## src/rtl/calc_entry_fsm_pkg.sv

```systemverilog
// Shared types and constants for the calculator entry front end.
// Multiplier support is enabled in the top level by defining CALC_MUL_EN.
package calc_entry_fsm_pkg;

  localparam int unsigned WIDTH_DEF = 8;

  localparam logic signed [7:0] S8_MIN = -8'sd128;
  localparam logic signed [7:0] S8_MAX = 8'sd127;

  typedef enum logic [2:0] {
    S_A    = 3'b000,
    S_B    = 3'b001,
    S_EXEC = 3'b010,
    S_DONE = 3'b011,
    S_MUL  = 3'b100
  } state_t;

  typedef enum logic [1:0] {
    OP_ADD = 2'b00,
    OP_SUB = 2'b01,
    OP_NEG = 2'b10,
    OP_MUL = 2'b11
  } op_t;

  // S_MUL is an internal refinement of execution and shows as the EXEC phase
  function automatic logic [1:0] phase_of(input state_t s);
    logic [1:0] p;
    p = s[1:0];
    if (s == S_MUL) p = 2'b10;
    return p;
  endfunction

endpackage

```

## src/rtl/calc_entry_fsm_key_pulse.sv

```systemverilog
// Key synchroniser with falling-edge one-shot: one press pulse per
// synchronised 1->0 transition of an active-low, asynchronous key.
module key_pulse #(
  parameter int unsigned SYNC_STAGES = 2
) (
  input  logic clk,
  input  logic rst_n,
  input  logic key_n,
  output logic press
);

  logic [SYNC_STAGES-1:0] sync;
  logic                   prev;

  // Reset to the released level so deasserting reset never looks like a press
  always_ff @(posedge clk or negedge rst_n) begin
    if (!rst_n) begin
      sync <= '1;
      prev <= 1'b1;
    end else begin
      sync <= {sync[SYNC_STAGES-2:0], key_n};
      prev <= sync[SYNC_STAGES-1];
    end
  end

  assign press = prev & ~sync[SYNC_STAGES-1];

endmodule

```

## src/rtl/calc_entry_fsm.sv

```systemverilog
// Calculator entry FSM: captures A and B from switches on key presses,
// computes the selected operation and drives the display value x.
// Define CALC_MUL_EN to build the serial shift-add multiplier for op=11.
module calc_entry_fsm
  import calc_entry_fsm_pkg::*;
#(
  parameter int unsigned SYNC_STAGES = 2,
  parameter int unsigned WIDTH       = WIDTH_DEF
) (
  input  logic             clk,
  input  logic             rst_n,
  input  logic [WIDTH-1:0] sw,
  input  logic [1:0]       op,
  input  logic             key_n,
  output logic [WIDTH-1:0] x,
  output logic             ovf,
  output logic             err,
  output logic             busy,
  output logic [1:0]       phase
);

  state_t           state;
  op_t              op_q;
  logic [WIDTH-1:0] a, b;
  logic             press;

  logic [WIDTH-1:0] r_add, r_sub, r_neg;
  logic             ovf_add, ovf_sub, ovf_neg;

  key_pulse #(.SYNC_STAGES(SYNC_STAGES)) u_key (
    .clk  (clk),
    .rst_n(rst_n),
    .key_n(key_n),
    .press(press)
  );

  assign r_add   = a + b;
  assign r_sub   = a - b;
  assign r_neg   = '0 - a;
  assign ovf_add = (a[WIDTH-1] == b[WIDTH-1]) && (r_add[WIDTH-1] != a[WIDTH-1]);
  assign ovf_sub = (a[WIDTH-1] != b[WIDTH-1]) && (r_sub[WIDTH-1] != a[WIDTH-1]);
  assign ovf_neg = a[WIDTH-1] && ~|a[WIDTH-2:0];

`ifdef CALC_MUL_EN
  localparam int unsigned CNT_W = $clog2(WIDTH);

  logic [2*WIDTH-1:0] acc, acc_nxt, mcand;
  logic [WIDTH-1:0]   mplier;
  logic [CNT_W-1:0]   cnt;
  logic               mul_last, mul_ovf;

  assign mul_last = (cnt == CNT_W'(WIDTH - 1));

  // Two's-complement multiplier: the top multiplier bit carries negative weight
  always_comb begin
    acc_nxt = acc;
    if (mplier[0]) acc_nxt = mul_last ? (acc - mcand) : (acc + mcand);
  end

  // Product fits in WIDTH signed bits only if its top WIDTH+1 bits agree
  assign mul_ovf = |acc_nxt[2*WIDTH-1:WIDTH-1] && ~&acc_nxt[2*WIDTH-1:WIDTH-1];

  always_ff @(posedge clk or negedge rst_n) begin
    if (!rst_n) begin
      acc    <= '0;
      mcand  <= '0;
      mplier <= '0;
      cnt    <= '0;
    end else if (state == S_EXEC) begin
      acc    <= '0;
      mcand  <= {{WIDTH{a[WIDTH-1]}}, a};
      mplier <= b;
      cnt    <= '0;
    end else if (state == S_MUL) begin
      acc    <= acc_nxt;
      mcand  <= mcand << 1;
      mplier <= mplier >> 1;
      cnt    <= cnt + CNT_W'(1);
    end
  end
`endif

  always_ff @(posedge clk or negedge rst_n) begin
    if (!rst_n) begin
      state <= S_A;
      op_q  <= OP_ADD;
      a     <= '0;
      b     <= '0;
      x     <= '0;
      ovf   <= 1'b0;
      err   <= 1'b0;
    end else begin
      unique case (state)
        S_A: begin
          x <= sw;
          if (press) begin
            a     <= sw;
            state <= S_B;
          end
        end
        S_B: begin
          x <= sw;
          if (press) begin
            b     <= sw;
            op_q  <= op_t'(op);
            state <= S_EXEC;
          end
        end
        S_EXEC: begin
          state <= S_DONE;
          unique case (op_q)
            OP_ADD: begin x <= r_add; ovf <= ovf_add; end
            OP_SUB: begin x <= r_sub; ovf <= ovf_sub; end
            OP_NEG: begin x <= r_neg; ovf <= ovf_neg; end
            OP_MUL: begin
`ifdef CALC_MUL_EN
              state <= S_MUL;
`else
              x   <= '0;
              ovf <= 1'b0;
              err <= 1'b1;
`endif
            end
            default: state <= S_DONE;
          endcase
        end
`ifdef CALC_MUL_EN
        S_MUL: begin
          if (mul_last) begin
            x     <= acc_nxt[WIDTH-1:0];
            ovf   <= mul_ovf;
            state <= S_DONE;
          end
        end
`endif
        S_DONE: begin
          if (press) begin
            ovf   <= 1'b0;
            err   <= 1'b0;
            state <= S_A;
          end
        end
        default: state <= S_A;
      endcase
    end
  end

  assign busy  = (state == S_EXEC) || (state == S_MUL);
  assign phase = phase_of(state);

endmodule

```

## config.mk

```make
export PLATFORM = sky130hd
export DESIGN_NAME = calc_entry_fsm
export DESIGN_NICKNAME = d
export VERILOG_FILES = /design/src/rtl/calc_entry_fsm_pkg.sv /design/src/rtl/calc_entry_fsm_key_pulse.sv /design/src/rtl/calc_entry_fsm.sv
export SDC_FILE = /design/constraint.sdc
export NUM_CORES = 1
export LEC_CHECK = 0
export ABC_CLOCK_PERIOD_IN_PS = 2660
export CORE_MARGIN = 4
export CORE_UTILIZATION = 56
export CTS_CLUSTER_SIZE = 14
export DETAILED_ROUTE_END_ITERATION = 10
export GPL_TIMING_DRIVEN = 0
export HOLD_SLACK_MARGIN = 0.06
export PLACE_DENSITY = 0.77
export SLEW_MARGIN = 20
export SYNTH_ARGS = -nofsm -noshare
export SYNTH_HDL_FRONTEND = slang
export SYNTH_SLANG_ARGS = --single-unit
```

## constraint.sdc

```tcl
create_clock -name clk -period 2.66 [get_ports clk]
set_input_delay 0.399 -clock clk [delete_from_list [all_inputs] [get_ports clk]]
set_output_delay 0.399 -clock clk [all_outputs]
set_load 0.005 [all_outputs]
```

==> qor.yml <==
floorplan:
  core_area_um2: 4000
  rows: 23
  die_w_um: 72.28
  initial_core_util_pct: 57.84
  io_pins: 26
  dieArea_um2: 5224
  die_y_um: 72.28
timing:
  fmax_mhz: 429.0
  setup_violations: 0
  hold_ws_ps: 361.5
  finalMaxSlewViolations: 0
  skew_ps: 6.320
  finalHoldViolCount: 0
  fin_crit_sh_pct: 87.63
  tightest_slew_ps: 566.9
  fin_setup_tns_ps: 0
  period_needed_ps: 2331
  grt_setup_unrepaired: "no"
  max_slew_margin_pct: 62.12
grt:
  grt_pass1_wl_mm: 9.411
  grt_use_total_pct: 23.33
  overflow: 0
  grt_max_degree: 21
  antenna_found_initial: 0
  grt_pass1_vias: 1990
cells_and_area:
  layout-drive-gt1-share_pct: 15.16
  finalInstanceArea_um2: 2753
  finalNetCount: 310
  diodes: 0
  final_core_util_pct: 68.81
  area_delta_synth_final_pct: 18.98
  fillers: 328
routing:
  drt-initial-drc-count: 138
  wl_met2_mm: 2.527
  ant_nets: 0
  top_layer: "met4"
  avgRoutedWirePerCell_um: 16.52
  firstDrtPassIters: 6
  met3WireLength_um: 299
  m1WireLength_mm: 2.434
  vias: 1896
  drcViolationCount: 0
  drt-total-wl_mm: 5.403
  viasPerCell: 5.798
clocking:
  clock_latency_ps: 300
  htreeDepth: 2
  cts_buffer_depth: 2
  clkSinkCount: 33
  cts_root_buffer: "clkbuf_8"
  cts_tree: "built"
  cts_made_buffers: 5
  clk_pin_slew_ps: 80
power:
  cellPowerDensity_nw_per_um2: 1406
  ir_worst_vdd_mv: 0.7897
  cellLeakagePower_nw: 1.158
setup_path:
  arrival_ps: 2570
  cp-end-kind: "flip-flop"
  cp-start-kind: "flip-flop"
  cp_slowest_cell: "dfrtp_1"
  worst-path-max-fanout: 6
  path_class: "flip-flop to flip-flop"
  crit_chain: "inv_1, ha_1, fa_1, o21ai_1, a31oi_1, o22a_1, a221o_1, nor2_1"
  cp.required_ps: 2890
  slowest_delay_ps: 510
  critPathTopFamily: "compound AO/OA/AOI/OAI gates"
  worst-path-buf-inv: 1
logic_synthesis:
  yosysTopAreaCell: "dfrtp_1"
  muxShareOfSynthArea_pct: 10.11
  synth_compound_area_share_pct: 16.60
  syn_inst: 242
  ys_top_cells_by_count: "30 x dfrtp_1, 21 x nor2_1, 19 x ha_1"
  synthMostInstantiatedCell: "dfrtp_1"
  async_flop_share_pct: 100.0
  synthesis.area_um2: 2313
  synth_seq_area_share_pct: 35.86
  synthDistinctLibCells: 54
  ys.flop_type: "dfrtp_1"
  yosys.area_share.simple_pct: 16.06
  synth_xor_area_share_pct: 3.407
  synth_nets: 276
  yosys-top-cells-area: "dfrtp_1 32%, ha_1 10%, mux2_2 8.3%"
  syn-mean-instance-area_um2: 9.560
  ys_ff_latch: 33
  synth_edf_count: 0
  ys_warn_count: 0
  synth_adder_area_share_pct: 12.01
  post-synth-top-area-fraction_pct: 32.45
  synth_top_family_by_area: "compound AO/OA/AOI/OAI gates"
outcome:
  outcome: "finished, final reports clean"
place:
  place_hpwl_mm: 3.972
  gp_congestion: 0.9109
  port_buffers: 25
  dpl-instance-area_um2: 2649
worst_hold_path:
  hp-class: "flip-flop to flip-flop"
flow_run:
  cap_violations: 0
## area by class of cell
cell class	count	area (µm²)	share of cell area [%]
plain buffers	13	81.33	2.955
clock buffers	7	86.33	3.136
clock inverters	1	7.507	0.2727
inverters	15	56.30	2.045
multi-input cells	181	1346	48.91
flip-flops and latches	33	829.5	30.14
well taps	50	62.56	2.273
repair buffers	27	282.8	10.27
## layer usage
| metal | up-vias | track usage [%] |
|---|---|---|
| li1 | 921 | - |
| met1 | 903 | 29.33 |
| met2 | 58 | 37.92 |
| met3 | 14 | 6.094 |
| met4 | 0 | 9.812 |
| met5 | - | 0 |
## where the power goes
part	switching (W)	total, W	leakage, nW	internal, W
Sequential	0.000263	0.00100	0.381	0.000739
Clock	0.000205	0.000416	0.0445	0.000210
Combinational	0.00129	0.00245	0.733	0.00116
## kinds of logic (layout without fill, tap and decap cells)
logic type / after synthesis / count (layout)
simple gates: 72 / 72
flops: 33 / 33
buf+inv: 28 / 63
fa+ha+maj: 21 / 21
mux: 21 / 21
compound gates: 58 / 58
xor+xnor: 9 / 9
## stage by stage
step           setup slack (ps)  cells  total power, W
2_1_floorplan             614.5    242        0.002735
3_5_place_dp              354.5    318        0.003429
3_3_place_gp              382.1    317        0.003351
5_1_grt                   133.2    327        0.004242
4_1_cts                   330.9    327        0.003861
6_report                  329.0    327        0.003872
## state kept, by name, indices dropped and copies added, names as in the netlist
name	count
x	8
u_key.prev	1
u_key.sync	2
op_q	2
a	8
ovf	1
err	1
state	2
b	8
## layout by cell type (no fill, tap or decap), types with 2 or more instances in the layout
cell type | Yosys | final
dfrtp_1 | 30 | 30
clkdlybuf4s50_1 | 0 | 24
nor2_1 | 21 | 21
ha_1 | 19 | 19
mux2_2 | 17 | 17
nand2_1 | 17 | 17
o21ai_0 | 15 | 15
inv_1 | 14 | 14
a21oi_1 | 10 | 10
clkbuf_1 | 8 | 9
clkbuf_8 | 2 | 8
nor3_1 | 7 | 7
nand2b_1 | 7 | 7
a31oi_1 | 6 | 6
xnor2_1 | 6 | 6
o211ai_1 | 5 | 5
nor2b_1 | 5 | 5
nand3_1 | 4 | 4
o31ai_1 | 3 | 3
xor2_1 | 3 | 3
dfstp_2 | 3 | 3
buf_2 | 1 | 2
o21ai_1 | 2 | 2
mux2_1 | 2 | 2
mux2i_1 | 2 | 2
a211oi_1 | 2 | 2
or3_1 | 2 | 2
fa_1 | 2 | 2
## final timing paths
path                               startpoint            end  slack, ps  depth (start not counted)
worst max-delay path                     a[0]           x[6]        330                          8
worst min-delay path            u_key.sync[0]  u_key.sync[1]        360                          0
worst max register to register           a[0]           x[6]        330                          8
worst min register to register  u_key.sync[0]  u_key.sync[1]        360                          0
max in group asynchronous               rst_n  u_key.sync[0]       1610                          3
min in group asynchronous               rst_n           a[3]        540                          2
## repair_timing
item,CTS,global route
setup buffers,0,0
endpoints found under the hold margin,13,0
hold buffers,1,0
gates resized for setup,0,0
Power figures use the tool's default switching activity.
